==> config.mk <==
export PLATFORM = sky130hd
export DESIGN_NAME = el2_lsu_trigger_cnt_flat
export DESIGN_NICKNAME = d
export VERILOG_FILES = /design/src/rtl/el2_lsu_trigger_cnt_pkg.sv /design/src/rtl/el2_lsu_trigger_cnt_if.sv /design/src/rtl/el2_lsu_trig_cmp.sv /design/src/rtl/el2_lsu_trigger_cnt.sv /design/src/flat_wrapper.sv
export SDC_FILE = /design/constraint.sdc
export NUM_CORES = 1
export LEC_CHECK = 0
export CAP_MARGIN = 20
export CORE_MARGIN = 2
export CORE_UTILIZATION = 54
export CTS_CLUSTER_DIAMETER = 200
export CTS_CLUSTER_SIZE = 24
export DETAILED_ROUTE_END_ITERATION = 8
export PLACE_DENSITY_LB_ADDON = 0.3
export SYNTH_ARGS = -nofsm -noshare
export SYNTH_HDL_FRONTEND = slang
export SYNTH_SLANG_ARGS = --single-unit
==> constraint.sdc <==
create_clock -name clk -period 13.9 [get_ports clk]
set_input_delay 4.17 -clock clk [delete_from_list [all_inputs] [get_ports clk]]
set_output_delay 4.17 -clock clk [all_outputs]
set_load 0.01 [all_outputs]
==> src/rtl/el2_lsu_trigger_cnt_pkg.sv <==
// rtl/el2_lsu_trigger_cnt_pkg.sv - shared types for the LSU debug trigger unit
package el2_lsu_trigger_cnt_pkg;

   // Storage widths of the per-trigger config record; AW and CW of the
   // trigger unit must not exceed these.
   localparam int TRIG_AW_MAX = 64;
   localparam int TRIG_CW_MAX = 32;

   typedef enum logic [1:0] {
      EXACT = 2'd0,
      NAPOT = 2'd1,
      GE    = 2'd2,
      LT    = 2'd3
   } el2_trig_mode_e;

   // One trigger's configuration; tdata2/thresh are zero-extended into the
   // wide fields.
   typedef struct packed {
      logic                   select;
      el2_trig_mode_e         mode;
      logic                   store;
      logic                   load;
      logic                   m;
      logic                   chain;
      logic                   cnt_en;
      logic [TRIG_AW_MAX-1:0] tdata2;
      logic [TRIG_CW_MAX-1:0] thresh;
   } el2_trig_cfg_t;

endpackage

==> src/rtl/el2_lsu_trigger_cnt_if.sv <==
// rtl/el2_lsu_trigger_cnt_if.sv - LSU M-stage access and trigger result bundle
interface el2_lsu_trigger_cnt_if #(
   parameter int NUM_TRIG = 4,
   parameter int AW       = 32
);
   logic                lsu_valid_m;
   logic                lsu_load_m;
   logic                lsu_store_m;
   logic                lsu_dma_m;
   logic [1:0]          lsu_size_m;
   logic [AW-1:0]       lsu_addr_m;
   logic [AW-1:0]       store_data_m;
   logic                flush_m;
   logic [NUM_TRIG-1:0] lsu_trigger_match_m;
   logic [NUM_TRIG-1:0] lsu_trigger_hit_r;

   // LSU side: presents the access, receives trigger results
   modport master (
      output lsu_valid_m, lsu_load_m, lsu_store_m, lsu_dma_m, lsu_size_m,
             lsu_addr_m, store_data_m, flush_m,
      input  lsu_trigger_match_m, lsu_trigger_hit_r
   );

   // Trigger unit side
   modport slave (
      input  lsu_valid_m, lsu_load_m, lsu_store_m, lsu_dma_m, lsu_size_m,
             lsu_addr_m, store_data_m, flush_m,
      output lsu_trigger_match_m, lsu_trigger_hit_r
   );
endinterface

==> src/rtl/el2_lsu_trig_cmp.sv <==
// rtl/el2_lsu_trig_cmp.sv - operand selection and four-mode trigger comparator
module el2_lsu_trig_cmp
   import el2_lsu_trigger_cnt_pkg::*;
#(
   parameter int AW = 32
) (
   input  el2_trig_cfg_t  cfg,
   input  logic [1:0]     lsu_size_m,
   input  logic [AW-1:0]  lsu_addr_m,
   input  logic [AW-1:0]  store_data_m,
   output logic           cmp_hit
);

   logic [AW-1:0] tdata2;
   logic [AW-1:0] operand;
   logic [AW-1:0] napot_care;
   logic          unused_cfg;

   assign tdata2     = cfg.tdata2[AW-1:0];
   // Fields used elsewhere (counter, chain) pass through this port untouched
   assign unused_cfg = ^cfg;

   // Operand: address, or store data zero-extended from the access size
   always_comb begin
      operand = lsu_addr_m;
      if (cfg.select) begin
         case (lsu_size_m)
            2'd0:    operand = AW'(store_data_m[7:0]);
            2'd1:    operand = AW'(store_data_m[15:0]);
            default: operand = store_data_m;
         endcase
      end
   end

   // tdata2 ^ (tdata2+1) sets every bit up to and including the lowest zero;
   // those bits are don't-care. All-ones tdata2 leaves nothing to compare.
   assign napot_care = ~(tdata2 ^ (tdata2 + AW'(1)));

   // Compare against tdata2 in the configured mode
   always_comb begin
      cmp_hit = 1'b0;
      case (cfg.mode)
         EXACT:   cmp_hit = (operand == tdata2);
         NAPOT:   cmp_hit = (((operand ^ tdata2) & napot_care) == '0);
         GE:      cmp_hit = (operand >= tdata2);
         LT:      cmp_hit = (operand <  tdata2);
         default: cmp_hit = 1'b0;
      endcase
   end

endmodule

==> src/rtl/el2_lsu_trigger_cnt.sv <==
// rtl/el2_lsu_trigger_cnt.sv - LSU debug triggers with chaining and hit counters
module el2_lsu_trigger_cnt
   import el2_lsu_trigger_cnt_pkg::*;
#(
   parameter int NUM_TRIG = 4,
   parameter int AW       = 32,
   parameter int CW       = 8
) (
   input  logic                   clk,
   input  logic                   rst_l,
   input  logic [NUM_TRIG-1:0]    trig_select,
   input  logic [2*NUM_TRIG-1:0]  trig_mode,
   input  logic [NUM_TRIG-1:0]    trig_store,
   input  logic [NUM_TRIG-1:0]    trig_load,
   input  logic [NUM_TRIG-1:0]    trig_m,
   input  logic [NUM_TRIG-1:0]    trig_chain,
   input  logic [NUM_TRIG-1:0]    trig_cnt_en,
   input  logic [AW*NUM_TRIG-1:0] trig_tdata2,
   input  logic [CW*NUM_TRIG-1:0] trig_thresh,
   input  logic [NUM_TRIG-1:0]    trig_cnt_clr,
   el2_lsu_trigger_cnt_if.slave   lsu,
   output logic [CW*NUM_TRIG-1:0] trig_count
);

   el2_trig_cfg_t       cfg [NUM_TRIG];
   logic [NUM_TRIG-1:0] cmp_hit;
   logic [NUM_TRIG-1:0] raw;
   logic [NUM_TRIG-1:0] qual;
   logic [NUM_TRIG-1:0] fire;
   logic [NUM_TRIG-1:0] hit_r;

   // Unpack the flat CSR-side ports into one record per trigger
   always_comb begin
      for (int i = 0; i < NUM_TRIG; i++) begin
         cfg[i]        = '0;
         cfg[i].select = trig_select[i];
         cfg[i].mode   = el2_trig_mode_e'(trig_mode[2*i +: 2]);
         cfg[i].store  = trig_store[i];
         cfg[i].load   = trig_load[i];
         cfg[i].m      = trig_m[i];
         cfg[i].chain  = trig_chain[i];
         cfg[i].cnt_en = trig_cnt_en[i];
         cfg[i].tdata2 = TRIG_AW_MAX'(trig_tdata2[AW*i +: AW]);
         cfg[i].thresh = TRIG_CW_MAX'(trig_thresh[CW*i +: CW]);
      end
   end

   for (genvar g = 0; g < NUM_TRIG; g++) begin : g_trig
      logic [CW-1:0]          cnt_q;
      logic [CW-1:0]          cnt_d;
      logic [CW-1:0]          cnt_inc;
      logic [TRIG_CW_MAX-1:0] thr;
      logic                   accept;
      logic                   fire_g;

      el2_lsu_trig_cmp #(.AW(AW)) u_cmp (
         .cfg          (cfg[g]),
         .lsu_size_m   (lsu.lsu_size_m),
         .lsu_addr_m   (lsu.lsu_addr_m),
         .store_data_m (lsu.store_data_m),
         .cmp_hit      (cmp_hit[g])
      );

      // Data triggers are never armed by loads; DMA traffic is invisible
      assign raw[g] = cfg[g].m & lsu.lsu_valid_m & ~lsu.lsu_dma_m & cmp_hit[g] &
                      ((cfg[g].store & lsu.lsu_store_m) |
                       (cfg[g].load & lsu.lsu_load_m & ~cfg[g].select));

      assign accept  = qual[g] & ~lsu.flush_m;
      assign cnt_inc = (&cnt_q) ? cnt_q : cnt_q + CW'(1);
      assign thr     = (cfg[g].thresh == '0) ? TRIG_CW_MAX'(1) : cfg[g].thresh;

      // Counter next state and fire decision; a CSR clear beats a match
      always_comb begin
         cnt_d  = cnt_q;
         fire_g = 1'b0;
         if (trig_cnt_clr[g]) begin
            cnt_d = '0;
         end else if (cfg[g].cnt_en) begin
            if (accept) begin
               if (TRIG_CW_MAX'(cnt_inc) >= thr) begin
                  fire_g = 1'b1;
                  cnt_d  = '0;
               end else begin
                  cnt_d = cnt_inc;
               end
            end
         end else begin
            fire_g = accept;
         end
      end

      // Hit counter state
      always_ff @(posedge clk) begin
         if (!rst_l) cnt_q <= '0;
         else        cnt_q <= cnt_d;
      end

      assign fire[g]                = fire_g;
      assign trig_count[CW*g +: CW] = cnt_q;
   end

   // Pair chaining: an even trigger with chain set ANDs itself with its odd partner
   always_comb begin
      qual = raw;
      for (int i = 0; i < NUM_TRIG; i += 2) begin
         if (cfg[i].chain) begin
            qual[i]   = raw[i] & raw[i+1];
            qual[i+1] = raw[i] & raw[i+1];
         end
      end
   end

   // R-stage register for the fire pulses
   always_ff @(posedge clk) begin
      if (!rst_l) hit_r <= '0;
      else        hit_r <= fire;
   end

   assign lsu.lsu_trigger_match_m = qual;
   assign lsu.lsu_trigger_hit_r   = hit_r;

endmodule

==> src/flat_wrapper.sv <==
// flat-port wrapper written by rule: the top's interface ports become plain ports
module el2_lsu_trigger_cnt_flat import el2_lsu_trigger_cnt_pkg::*;
#(
   parameter int NUM_TRIG = 4,
   parameter int AW       = 32,
   parameter int CW       = 8
)
  (clk, rst_l, trig_select, trig_mode, trig_store, trig_load, trig_m, trig_chain, trig_cnt_en, trig_tdata2, trig_thresh, trig_cnt_clr, trig_count, lsu_lsu_valid_m, lsu_lsu_load_m, lsu_lsu_store_m, lsu_lsu_dma_m, lsu_lsu_size_m, lsu_lsu_addr_m, lsu_store_data_m, lsu_flush_m, lsu_lsu_trigger_match_m, lsu_lsu_trigger_hit_r);
  el2_lsu_trigger_cnt_if #(.NUM_TRIG(NUM_TRIG), .AW(AW)) lsu_i ();
  input  logic clk;
  input  logic rst_l;
  input  logic [NUM_TRIG-1:0] trig_select;
  input  logic [2*NUM_TRIG-1:0] trig_mode;
  input  logic [NUM_TRIG-1:0] trig_store;
  input  logic [NUM_TRIG-1:0] trig_load;
  input  logic [NUM_TRIG-1:0] trig_m;
  input  logic [NUM_TRIG-1:0] trig_chain;
  input  logic [NUM_TRIG-1:0] trig_cnt_en;
  input  logic [AW*NUM_TRIG-1:0] trig_tdata2;
  input  logic [CW*NUM_TRIG-1:0] trig_thresh;
  input  logic [NUM_TRIG-1:0] trig_cnt_clr;
  output logic [CW*NUM_TRIG-1:0] trig_count;
  input wire logic [$bits(lsu_i.lsu_valid_m)-1:0] lsu_lsu_valid_m;
  input wire logic [$bits(lsu_i.lsu_load_m)-1:0] lsu_lsu_load_m;
  input wire logic [$bits(lsu_i.lsu_store_m)-1:0] lsu_lsu_store_m;
  input wire logic [$bits(lsu_i.lsu_dma_m)-1:0] lsu_lsu_dma_m;
  input wire logic [$bits(lsu_i.lsu_size_m)-1:0] lsu_lsu_size_m;
  input wire logic [$bits(lsu_i.lsu_addr_m)-1:0] lsu_lsu_addr_m;
  input wire logic [$bits(lsu_i.store_data_m)-1:0] lsu_store_data_m;
  input wire logic [$bits(lsu_i.flush_m)-1:0] lsu_flush_m;
  output wire logic [$bits(lsu_i.lsu_trigger_match_m)-1:0] lsu_lsu_trigger_match_m;
  output wire logic [$bits(lsu_i.lsu_trigger_hit_r)-1:0] lsu_lsu_trigger_hit_r;
  assign lsu_i.lsu_valid_m = lsu_lsu_valid_m;
  assign lsu_i.lsu_load_m = lsu_lsu_load_m;
  assign lsu_i.lsu_store_m = lsu_lsu_store_m;
  assign lsu_i.lsu_dma_m = lsu_lsu_dma_m;
  assign lsu_i.lsu_size_m = lsu_lsu_size_m;
  assign lsu_i.lsu_addr_m = lsu_lsu_addr_m;
  assign lsu_i.store_data_m = lsu_store_data_m;
  assign lsu_i.flush_m = lsu_flush_m;
  assign lsu_lsu_trigger_match_m = lsu_i.lsu_trigger_match_m;
  assign lsu_lsu_trigger_hit_r = lsu_i.lsu_trigger_hit_r;
  el2_lsu_trigger_cnt #(.NUM_TRIG(NUM_TRIG), .AW(AW), .CW(CW)) u_core (.clk(clk), .rst_l(rst_l), .trig_select(trig_select), .trig_mode(trig_mode), .trig_store(trig_store), .trig_load(trig_load), .trig_m(trig_m), .trig_chain(trig_chain), .trig_cnt_en(trig_cnt_en), .trig_tdata2(trig_tdata2), .trig_thresh(trig_thresh), .trig_cnt_clr(trig_cnt_clr), .lsu(lsu_i), .trig_count(trig_count));
endmodule
# Yosys cells after proc, flatten, opt, wreduce, memory -nomap -nowiden
# Index checks and enable logic that the tools add are counted.
# op_classes
addsub	8
order_cmp	12
eq_ne	17
muxes	35
bitwise_logic	61
reduce_logical	25
# ops
operator	n
32-bit logical NOT	8
32-bit XOR	8
32-bit by 1-bit adder with 32-bit output, second input constant	4
32-bit bitwise AND	4
32-bit == test	4
32-bit greater-or-equal comparator	4
8-bit by 32-bit greater-or-equal comparator with 1-bit output	4
32-bit less-than comparator	4
32-bit two-way mux	4
32-bit NOT	4
8-bit two-way mux	12
32-bit one-hot mux with 2 select lines	1
1-bit bitwise AND	34
8-bit by 1-bit adder with 8-bit output, second input constant	4
8-bit AND reduction	4
2-bit == test, second input constant	8
1-bit one-hot mux with 4 select lines	4
1-bit two-way mux	12
2-bit by 1-bit == test with 1-bit output, second input constant	5
2-bit logical NOT	5
2-bit AND reduction	4
2-bit OR reduction	4
1-bit NOT	7
2-bit two-way mux	2
1-bit bitwise OR	4
# totals
register_bits	36
output_inout_bits	40
wordCells	166

# Logic depth before layout (Yosys ltp)
# depth
ltp_word	14
depth_mapped	16

# Modules after synthesis
# From an unflattened synthesis, not the netlist that was laid out.
# hier_totals
hier_cells	1533
area_unflattened_um2	10329.9
# modules_own_cells
module	n_inst	cells_each	area_each_um2	seq_area_each_um2
el2_lsu_trig_cmp at u_core.g_trig[0].u_cmp ...	3	275	1760.4	0.0
el2_lsu_trigger_cnt	1	427	3280.6	720.7
el2_lsu_trig_cmp at u_core.g_trig[1].u_cmp	1	281	1767.9	0.0

# Least setup slack after synthesis
# OpenSTA, ideal clock, no wires.
# synth_path
path_kind	in2out
from	in trig_select[0]
to	out lsu_lsu_trigger_match_m[0]
t_arrival_ps	7257
required_time_ps	9730
path_slack_ps	2473
stages	10
n_path_buf	2
path_cell_list	clkbuf_1 > clkbuf_1 > mux2_2 > ha_1 > a31oi_1 > or4_1 > or4_1 > or4_4 > a21o_1 > nor2_1
# synth_via
elab_chain_len	9
elab_cells_between_ends	15
# synth_lines
element	line_no	rtl
start, declared	flat_wrapper.sv:12	input logic [NUM_TRIG-1:0] trig_select;
parallel branches: the longest is 6 deep, another holds 32-bit less-than comparator	-	
1-bit bitwise AND (*)	el2_lsu_trigger_cnt.sv:65	assign raw[g] = cfg[g].m & lsu.lsu_valid_m & ~lsu.lsu_dma_m & cmp_hit[g] &
1-bit bitwise AND	el2_lsu_trigger_cnt.sv:108	qual[i] = raw[i] & raw[i+1];
2-bit two-way mux (*)	el2_lsu_trigger_cnt.sv:107	if (cfg[i].chain) begin
end, declared	flat_wrapper.sv:31	output wire logic [$bits(lsu_i.lsu_trigger_match_m)-1:0] lsu_lsu_trigger_match_m;
# Mark *: on every way between the ends.

# Final worst setup path
# layout_path
from	in lsu_lsu_size_m[1]
to	out lsu_lsu_trigger_match_m[1]
# layout_via
elab_chain_len	11
elab_cells_between_ends	25
# layout_lines
element	line_no	rtl
start, declared	flat_wrapper.sv:27	input wire logic [$bits(lsu_i.lsu_size_m)-1:0] lsu_lsu_size_m;
2-bit by 1-bit == test with 1-bit output / 2-bit logical NOT (equally long branches)	el2_lsu_trig_cmp.sv:27	case (lsu_size_m)
32-bit one-hot mux with 2 select lines (*)	el2_lsu_trig_cmp.sv:27	
parallel branches: the longest is 8 deep, another holds 32-bit less-than comparator	-	
2-bit two-way mux (*)	el2_lsu_trigger_cnt.sv:107	
# Marked as above.

==> summary.md <==
| Metric | Value |
|---|---|
| Result of the run | `finished, final reports clean` |
| Clock skew | `~0.0042 ns` |
| Synth cell types | `approximately 70` |
| CP delay by family, top | `simple AND/OR/NAND/NOR gates` |
| Worst Path Buf+Inv | `2` |
| Final hold violation count | `0` |
| First-pass GRT wire length | `approximately 60 mm` |
| Initial antenna violation count | `1` |
| Mapped Area | `~0.01 mm2` |
| Worst VDD drop | `approximately 50 uV` |
| Slew headroom | `a little under a third` |
| IO Pins | `~310` |
| PD cells | `43.8 mW/mm2` |
| Worst Tran Pin Value | `roughly 1.0 ns` |
| Avg Vias per Cell | `between 6 and 7` |
| Critical-path cell list | `clkdlybuf4s50_1 -> nor2_1 -> nor2b_1 -> mux2_2 -> ha_1 -> a41oi_1 -> or4b_2 -> nor4_1 -> nand4_1 -> a31oi_1 -> and2_1 -> clkdlybuf4s50_1` |
| Iter 0 DRT Violations | `approximately 1000` |
| Period minus WS final | `~13 ns` |
| Syn avg cell area | `about 7.3 um2` |
| Comb power frac | `between 60% and 70%` |
| Footprint of the multi-input gates | `roughly 0.0087 mm2` |
| Synthesized flop and latch total | `36` |
| Vias | `~12000` |
| Overflow after GRT | `0` |
| Area Overhead vs Synth | `34.5%` |
| PostCTS Resize Cnt | `0` |
| Post-synth ARST share | `0%` |
| FILL cells | `about 1500` |
| Port bufs | `306` |
| Required time worst endpoint | `9.73 ns` |
| Yosys top cell by area | `ha_1` |
| Critical Path End Type | `output pin` |
| Critical Path Slowest Stage Cell | `clkdlybuf4s50_1` |
| Wire length per cell | `around 20 um` |
| Core ar. | `0.0186 mm2` |
| Fraction of layout cells with a size suffix above 1 | `between 10% and 20%` |
| Syn Inst Count | `1404` |
| Clock transition at path regs | `~0.060 ns` |
| Syn_nets | `roughly 1900` |
| Top cells by area, synth | `ha_1 (22%), mux2_2 (14%), inv_1 (7.3%), dfxtp_1 (7.0%), a21oi_1 (4.8%)` |
| Post-route setup TNS | `0 ns` |
| Antenna Nets Post-Route | `0` |
| Switching share of total power | `about two fifths` |
| Final Wtd Congestion | `~1.1` |
| Leak | `roughly 6.1 nW` |
| Startpoint types | `primary input` |
| Num rows | `50` |
| Max frequency | `~77 MHz` |
| Clock root cell | `clkbuf_16` |
| Most frequent CP cell | `clkdlybuf4s50_1` |
| Max H-tree Level | `2` |
| Tot Pwr | `0.603 mW` |
| EDFF count, synth | `0` |
| Routed WL | `39.1 mm` |
| Post-CTS Setup Bufs | `0` |
| Nets | `about 2200` |
| Synth Warn # | `0` |
| DRC errors left | `0` |
| CTS tree | `done` |
| Clock Power Share | `22.1%` |
| Top cell type's share of synthesized area | `between 20 and 25%` |
| Max Cap Viol | `0` |
| Vias in the first global route | `roughly 12000` |
| Cell-internal power | `around 0.37 mW` |
| # hold bufs at CTS | `0` |
| Dominant synthesized flop cell | `dfxtp_1` |
| Final Max Slew Viols | `0` |
| Die Ht | `roughly 140 um` |
| FF-to-FF setup slack | `approximately 9.9 ns` |
| Final setup viols | `0` |
| Hold Path Class | `reg -> reg` |
| Sink count of the clock tree | `36` |
| Crit-path max FO | `17` |
| RSZ-0062 raised after global routing | `false` |
| Final Cycle Share | `93.9%` |
| Clock Latency Late Sink | `0.29 ns` |
| Register area share after synthesis | `a little over 7%` |
| Reg area | `slightly above 700 um2` |
| CP arrival | `just under 9 ns` |
| Gr usage total | `a little under two fifths` |
| Crit-path max cell delay | `just under 0.7 ns` |
| Number of CTS-inserted buffers | `5` |
| Pin count of the biggest net entering global routing | `34` |
| P_sw | `~0.24 mW` |
| Die area | `between 0.02 and 0.025 mm2` |
| Placed wire-length estimate | `around 33 mm` |
| Die width | `around 140 um` |
| Sequential Power Share | `17.1%` |
| Critical path type | `in -> out` |
| Worst-case clock buffer depth | `2` |
| Router iterations before antenna repair | `5` |
| Initial Util | `between 50% and 60%` |
layer usage:
layer | track usage (%) | vias to the layer above | routed length (um)
li1 | - | 5892 | -
met4 | 16.9 | 0 | 1970
met5 | 0 | - | 0
met2 | 62.8 | 688 | 17600
met1 | 45.9 | 5625 | 15500
met3 | 8.44 | 132 | 4010
registers in the layout, summed over array words and instances, names as in the netlist:
| register | flops |
|---|---|
| u_core.g_trig.cnt_q | 32 |
| u_core.lsu.lsu_trigger_hit_r | 4 |
cell usage in the layout (no fill, tap or decap), drive strengths merged, types with 14 or more instances in the layout:
cell / netlist / layout
nor2b: 20 / 20
nor2: 79 / 79
nand3: 50 / 50
a21oi: 99 / 99
mux2: 124 / 124
clkdlybuf4s50: 0 / 306
inv: 199 / 199
or2: 15 / 15
o21ai: 57 / 57
nor4: 45 / 45
nor3: 54 / 54
a41oi: 19 / 19
ha: 183 / 183
a21o: 18 / 18
o211ai: 19 / 19
dfxtp: 36 / 36
and2: 27 / 27
a211oi: 14 / 14
nand4: 54 / 54
a31oi: 47 / 47
buf: 3 / 14
nand2: 68 / 68
and3: 24 / 24
power by group through the flow:
| stage | Clock, mW | Combinational, mW | Sequential (mW) |
|---|---|---|---|
| 2_1_floorplan | 0 | 0.196 | 0.106 |
| 3_3_place_gp | 0 | 0.348 | 0.105 |
| 3_5_place_dp | 0 | 0.356 | 0.105 |
| 4_1_cts | 0.135 | 0.358 | 0.103 |
| 5_1_grt | 0.140 | 0.399 | 0.103 |
| 6_report | 0.133 | 0.367 | 0.103 |
final cells by class:
| class | instances | share of cell area [%] |
|---|---|---|
| clock buffers | 5 | 0.908 |
| diodes | 1 | 0.0182 |
| multi-input cells | 1142 | 62.9 |
| well taps | 234 | 2.12 |
| clock inverters | 3 | 0.309 |
| flip-flops and latches | 36 | 5.23 |
| inverters | 199 | 5.42 |
| repair buffers | 322 | 23.1 |
Yosys cell counts, drive strengths merged, types with 4 or more instances:
| library cell | n |
|---|---|
| a41oi | 19 |
| mux2i | 4 |
| nor2b | 20 |
| o21a | 11 |
| and2 | 27 |
| o221ai | 5 |
| a41o | 6 |
| clkbuf | 24 |
| o211ai | 19 |
| nor3 | 54 |
| dfxtp | 36 |
| ha | 183 |
| a31oi | 47 |
| a22oi | 6 |
| and3 | 24 |
| nand2b | 11 |
| inv | 199 |
| nor4 | 45 |
| o2111ai | 7 |
| xnor2 | 5 |
| or4 | 7 |
| a211oi | 14 |
| or2 | 15 |
| and4 | 11 |
| a21oi | 99 |
| o22ai | 9 |
| a21o | 18 |
| nand2 | 68 |
| nand4 | 54 |
| o21ai | 57 |
| nand3 | 50 |
| nor2 | 79 |
| mux2 | 124 |
worst paths after layout:
| path | depth (start not counted) | end | start |
|---|---|---|---|
| setup / recovery | 12 | lsu_lsu_trigger_match_m[1] | lsu_lsu_size_m[1] |
| hold / removal | 2 | u_core.g_trig[1].cnt_q[1] | u_core.g_trig[1].cnt_q[1] |
| setup reg to reg | 15 | u_core.g_trig[0].cnt_q[0] | u_core.g_trig[0].cnt_q[0] |
| hold reg to reg | 2 | u_core.g_trig[1].cnt_q[1] | u_core.g_trig[1].cnt_q[1] |
through the flow:
step | cells | instance area (um2) | worst slack, ns | util (%) | hold slack [ns]
floorplan | 1404 | 10200 | 2.47 | - | 0.513
global placement | 1930 | 13600 | 0.971 | 72.9 | 0.497
detailed placement | 1930 | 13600 | 0.861 | 72.9 | 0.505
CTS | 1938 | 13800 | 0.841 | 73.8 | 0.513
global route | 1941 | 13800 | 0.559 | 73.9 | 0.543
finish | 1942 | 13800 | 0.851 | 73.9 | 0.522
cells by family after synthesis:
group / after synthesis / synth area share, %
simple gates: 471 / 25.0
mux: 128 / 14.0
flops: 36 / 7.04
xor+xnor: 8 / 0.684
fa+ha+maj: 183 / 22.4
buf+inv: 226 / 8.32
compound gates: 352 / 22.5
worst reg2reg max path, cell delays in order (launching register included):
cell	delay, ns
dfxtp_1	0.43
ha_1	0.26
and3_1	0.25
and2_1	0.21
nand4_1	0.40
xnor2_1	0.32
ha_1	0.26
nand2b_1	0.14
a21o_1	0.17
a21o_1	0.18
a211oi_1	0.24
o21a_1	0.18
o21ai_0	0.19
a211oi_4	0.31
a31oi_1	0.13
a311oi_1	0.25
Power figures use the tool's default switching activity.
